### config.mk
export PLATFORM = sky130hd
export DESIGN_NAME = booth_mac_accumulator
export DESIGN_NICKNAME = d
export VERILOG_FILES = /design/src/rtl/booth_pkg.sv /design/src/rtl/booth_sat_add.sv /design/src/rtl/booth_mac_accumulator.sv
export SDC_FILE = /design/constraint.sdc
export NUM_CORES = 1
export LEC_CHECK = 0
export CORE_UTILIZATION = 50
export CTS_CLUSTER_DIAMETER = 60
export DETAILED_ROUTE_END_ITERATION = 10
export PLACE_DENSITY = 0.78
export SYNTH_ARGS = -nofsm -noshare
export SYNTH_HDL_FRONTEND = slang
export SYNTH_SLANG_ARGS = --single-unit
export TNS_END_PERCENT = 1
### constraint.sdc
create_clock -name clk -period 3.3 [get_ports clk]
set_input_delay 0.495 -clock clk [delete_from_list [all_inputs] [get_ports clk]]
set_output_delay 0.495 -clock clk [all_outputs]
set_load 0.01 [all_outputs]
### src/rtl/booth_pkg.sv
// Shared constants and state encodings for the Booth multiplier MAC accumulator.
package booth_pkg;

    localparam int DEF_WIDTH     = 16;
    localparam int DEF_ACC_WIDTH = 40;
    localparam int DEF_CNT_WIDTH = 8;

    typedef enum logic {
        IDLE  = 1'b0,
        ACCUM = 1'b1
    } in_state_t;

    typedef enum logic {
        EMPTY = 1'b0,
        FULL  = 1'b1
    } out_state_t;

endpackage

### src/rtl/booth_sat_add.sv
// Accumulator adder: extends the product to ACC_WIDTH and adds it to acc_in.
// With BOOTH_MAC_SAT_EN defined, overflow is detected and the sum clamped; otherwise it wraps.
module booth_sat_add
    import booth_pkg::*;
#(
    parameter int WIDTH     = DEF_WIDTH,
    parameter int ACC_WIDTH = DEF_ACC_WIDTH
) (
    input  logic [ACC_WIDTH-1:0] acc_in,
    input  logic [2*WIDTH-1:0]   product,
    input  logic                 is_signed,
    output logic [ACC_WIDTH-1:0] sum,
    output logic                 sat
);

    localparam int EXT_BITS = ACC_WIDTH - 2*WIDTH;

    logic [ACC_WIDTH-1:0] ext;

    assign ext = {{EXT_BITS{is_signed & product[2*WIDTH-1]}}, product};

`ifdef BOOTH_MAC_SAT_EN
    logic [ACC_WIDTH:0] raw;
    logic               signed_ovf;
    logic               unsigned_ovf;

    assign raw          = {1'b0, acc_in} + {1'b0, ext};
    assign signed_ovf   = (acc_in[ACC_WIDTH-1] == ext[ACC_WIDTH-1]) &&
                          (raw[ACC_WIDTH-1] != acc_in[ACC_WIDTH-1]);
    assign unsigned_ovf = raw[ACC_WIDTH];

    // Signed overflow can only happen when both operands share a sign, so acc_in's sign picks the rail.
    always_comb begin
        sum = raw[ACC_WIDTH-1:0];
        sat = 1'b0;
        if (is_signed && signed_ovf) begin
            sat = 1'b1;
            sum = acc_in[ACC_WIDTH-1] ? {1'b1, {(ACC_WIDTH-1){1'b0}}}
                                      : {1'b0, {(ACC_WIDTH-1){1'b1}}};
        end else if (!is_signed && unsigned_ovf) begin
            sat = 1'b1;
            sum = '1;
        end
    end
`else
    assign sum = acc_in + ext;
    assign sat = 1'b0;
`endif

endmodule

### src/rtl/booth_mac_accumulator.sv
// Sums groups of cfg_len multiplier products into a valid/ready result register.
// Optional clamping adds and out_sat reporting under BOOTH_MAC_SAT_EN; otherwise out_sat stays 0.
//
// in_state | meaning
// ---------+--------------------------------------------
// IDLE     | no group open, cnt = 0, next product starts a group
// ACCUM    | group open, cnt products already summed into acc
//
// out_state | meaning
// ----------+--------------------------------------------
// EMPTY     | no unconsumed result
// FULL      | out_data holds a group sum awaiting out_ready
module booth_mac_accumulator
    import booth_pkg::*;
#(
    parameter int WIDTH     = DEF_WIDTH,
    parameter int ACC_WIDTH = DEF_ACC_WIDTH,
    parameter int CNT_WIDTH = DEF_CNT_WIDTH
) (
    input  logic                 clk,
    input  logic                 rst_n,
    input  logic                 in_valid,
    input  logic [2*WIDTH-1:0]   in_product,
    input  logic                 cfg_signed,
    input  logic [CNT_WIDTH-1:0] cfg_len,
    input  logic                 clear,
    output logic                 out_valid,
    input  logic                 out_ready,
    output logic [ACC_WIDTH-1:0] out_data,
    output logic                 out_sat,
    output logic                 drop_err
);

    in_state_t            in_state;
    out_state_t           out_state;
    logic [ACC_WIDTH-1:0] acc;
    logic [ACC_WIDTH-1:0] add_a;
    logic [ACC_WIDTH-1:0] sum;
    logic                 add_sat;
    logic [CNT_WIDTH-1:0] cnt;
    logic [CNT_WIDTH-1:0] cnt_inc;
    logic [CNT_WIDTH-1:0] len_q;
    logic [CNT_WIDTH-1:0] eff_len;
    logic                 grp_sat;
    logic                 grp_sat_nxt;
    logic                 complete;
    logic                 can_load;

    // The first product of a group is added to zero so one adder serves both states.
    assign add_a = (in_state == ACCUM) ? acc : '0;

    booth_sat_add #(
        .WIDTH     (WIDTH),
        .ACC_WIDTH (ACC_WIDTH)
    ) u_add (
        .acc_in    (add_a),
        .product   (in_product),
        .is_signed (cfg_signed),
        .sum       (sum),
        .sat       (add_sat)
    );

    assign eff_len     = (cfg_len == '0) ? CNT_WIDTH'(1) : cfg_len;
    assign cnt_inc     = cnt + CNT_WIDTH'(1);
    assign complete    = in_valid && ((in_state == IDLE) ? (eff_len == CNT_WIDTH'(1))
                                                         : (cnt_inc == len_q));
    assign grp_sat_nxt = add_sat | ((in_state == ACCUM) & grp_sat);
    assign can_load    = (out_state == EMPTY) || out_ready;
    assign out_valid   = (out_state == FULL);

    always_ff @(posedge clk) begin
        if (!rst_n || clear) begin
            in_state  <= IDLE;
            acc       <= '0;
            cnt       <= '0;
            len_q     <= CNT_WIDTH'(1);
            grp_sat   <= 1'b0;
            out_state <= EMPTY;
            out_data  <= '0;
            out_sat   <= 1'b0;
            drop_err  <= 1'b0;
        end else begin
            if (in_valid) begin
                if (in_state == IDLE) begin
                    len_q <= eff_len;
                end
                if (complete) begin
                    in_state <= IDLE;
                    acc      <= '0;
                    cnt      <= '0;
                    grp_sat  <= 1'b0;
                end else begin
                    in_state <= ACCUM;
                    acc      <= sum;
                    cnt      <= cnt_inc;
                    grp_sat  <= grp_sat_nxt;
                end
            end

            // A completion that finds the register full and unaccepted is lost, old data kept.
            if (complete && can_load) begin
                out_state <= FULL;
                out_data  <= sum;
                out_sat   <= grp_sat_nxt;
            end else if (complete) begin
                drop_err <= 1'b1;
            end else if (out_state == FULL && out_ready) begin
                out_state <= EMPTY;
            end
        end
    end

endmodule
==> results.md <==
- Status: finished clean
- Initial antenna violation count: 0
- PD cells: 338 nW/um^2
- FILL cells: just over 1,000
- Metal-1 WL: 7850 um
- Post-CTS Setup Bufs: 0
- Worst Setup Start Kind: input port
- DP Area: between 7000 and 8000 sq um
- Simple-gate portion of the synthesized area: approximately 25%
- Vias/cell: roughly 5.7
- Worst skew pair latency: 360 ps
- Fmax: 0.314 GHz
- Worst Path Required: roughly 3600 ps
- Die area: 13,200 sq um
- Synth cell types: 68
- Final Skew: roughly 9.9 ps
- RSZ-0062 raised after global routing: yes
- # IOs: 89
- Top cell type's share of synthesized area: around a third
- Primary FF master, synth: dfxtp_1
- Total chip power: 2.74 mW
- Final nets: 1,029
- FF-to-FF path depth: 12
- TritonCTS Buffers: 9
- Root buf cell: clkbuf_16
- WL met2: 8180 um
- Slowest CP cell: clkdlybuf4s50_1
- Most frequent cells in the layout: nand2_1 (137), a21oi_1 (106), dfxtp_1 (101), clkdlybuf4s50_1 (88), buf_4 (67)
- Initial core utilization: 52.1%
- Synthesized net count: 915
- Largest family of logic cells by synthesized area: simple AND/OR/NAND/NOR gates
- Detail Placement HPWL: 12,800 um
- First-pass GRT wire length: between 20,000 and 30,000 um
- DR top layer: met4
- Leakage power total: 3.40 nW
- # diodes: 0
- CP bufs+invs: 1
- # hold bufs at CTS: 0
- Vias in the first global route: 6,104
- Worst setup EP type: flip-flop
- Mux share of post-synthesis cell area: less than 1%
- Die Span Y: roughly 110 um
- Worst vdd ir: 0.336 mV
- Slew Viols, Final: 0
- Min cycle time layout: 3180 ps
- Syn Area/Cell: 7.68 sq um
- Final Instance Area: roughly 8100 sq um
- Critical-path cell list: clkdlybuf4s50_1 > ha_1 > fa_2 > a211oi_2 > o311a_1 > o2bb2ai_2 > a311o_2 > a31oi_2 > a21oi_1 > nand3_1 > mux2_2 > o22ai_1
- Total GRT Usage: around 28%
- Max-cap violations: 0
- Cell count after synthesis: 828
- Post-Syn Area: 6360 sq um
- Worst path max stage delay: around 410 ps
- Area Overhead vs Synth: 27.4%
- Worst Path Max Fanout: 3
- Final setup vio count: 0
- Global route overflow: 0
- Adder-cell share of the synthesized area: 8.18%
- HP Start: acc[34]
- Worst Hold Endpoint: acc[34]
- Seq/Total Area, Yosys: 31.8%
- Hold Path Class: reg2reg
- DIE WIDTH: 115 um
- Commonest non-fill, non-tap cell in the layout: nand2_1
- WL/cell: roughly 16 um
- Crit path kind: in2reg
- Clock transition at the registers of the reported paths: roughly 70 ps
- CORE AREA: 12,200 sq um
- Post-synth top area cell: dfxtp_1
- Worst slew pin tran: ~740 ps
- Setup TNS: 0 ps
- Hold depth: 2
- Largest net degree at the start of global routing: 41
- Iter 0 DRT Violations: ~450
- Pre-Repair DR Iteration Count: 5
- Routed wl met3: 1230 um
- Rows: 40
- WP data arrival: between 3000 and 4000 ps
- Setup slack, reg-to-reg: around 180 ps
- Routed WL: 17,600 um
- Deepest clock path buffer count: 2
- Layout cell share with drive strength beyond 1: 11.2%
- Synth Area in Compound Gates: 24.6%
- Critical R2R Capture: out_data[39]
- Clock sink total: approximately 100
- CTS tree: done
- Number of flops mapped to enable cells by yosys: 0
- CP delay by family, top: compound AO/OA/AOI/OAI gates
- Reg-to-reg startpoint: in_state
- DRC violations left: 0
- DR vias: around 6,300
- Period utilization: 96.5%
- Normalized max-slew margin: 50.8%
- Yosys warns: 0
- Cts repair resizes: 0
- Port Buf Inserts: 88
- Htree depth: 3
- Flops & latches, synth: 101
- ANT nets after route: 0
- Post-Synth XOR/XNOR Area: about 6%
- Routability cong.: 0.899
- Area contributors post-synth: dfxtp_1 (32%), a21oi_1 (8.3%), nand2_1 (8.1%)
- Async SR Flop Fraction: 0%
- Fin. Hold Viols: 0
## cell type report
type / count / area, sq um / share of cell area, %
Clock inverter: 3 / 43.8 / 0.540
Clock buffer: 13 / 260 / 3.21
Multi-Input combinational cell: 661 / 4110 / 50.7
Tap cell: 168 / 210 / 2.59
Sequential cell: 101 / 2020 / 24.9
Timing Repair Buffer: 157 / 1420 / 17.5
Inverter: 12 / 45.0 / 0.556
## worst max path at each step
stage / start / endpoint / slack (ps) / cells past startpoint
after floorplan: in_state / out_data[38] / 10 / 14
after global placement: in_product[0] / out_data[38] / -290 / 12
after detailed placement: in_product[0] / out_data[38] / -320 / 12
after CTS: in_product[0] / out_data[38] / 30 / 12
after global routing: in_product[0] / out_data[38] / -40 / 12
final: in_product[0] / out_data[38] / 120 / 12
## report_power, final
group | internal, mW | leakage (nW) | switching (mW)
clock network | 0.630 | 0.150 | 0.469
registers | 1.24 | 0.818 | 0.0137
logic | 0.173 | 2.44 | 0.216
## registers in the layout, indices dropped and copies added, names as in the netlist
signal / cells
out_valid: 1
cnt: 8
grp_sat: 1
out_sat: 1
out_data: 40
acc: 40
len_q: 8
drop_err: 1
in_state: 1
## synth_stat cells (9+ instances only)
master	count
a21oi_1	106
nor2_1	55
buf_2	10
clkbuf_1	38
a22oi_1	12
nand4_1	13
and3_1	9
ha_1	40
o21ai_0	29
xnor2_1	20
inv_1	11
dfxtp_1	101
a21o_1	25
nand3_1	42
and2_1	45
xor2_1	21
nand2_1	137
## per-stage QoR
stage          utilization [%]  setup WS (ps)  hold WS, ps  cells
6_report                  66.4            117          443   1115
5_1_grt                   66.4          -40.7          456   1115
4_1_cts                   66.1           30.3          439   1115
3_5_place_dp              63.6           -323          427   1099
3_3_place_gp              63.6           -292          419   1099
2_1_floorplan                -           14.1          408    828
## layer usage
layer	up-vias	global-route usage (%)
li1	3143	-
met4	0	10.9
met2	217	46.4
met1	2936	35.5
met3	28	6.38
met5	-	0
## tightest hold or removal path, cell delays in order (launching register included)
cell	delay [ps]
dfxtp_1	310
nand2_1	50
nand2_1	40
## cell families after synthesis
group / count (synthesis)
adders and majority gates: 41
buffers and inverters: 66
and+or+nand+nor: 334
AOI/OAI and AO/OA: 240
DFF: 101
xor gates and xnor gates: 42
muxes: 4
(Power assumes the default switching activity.)
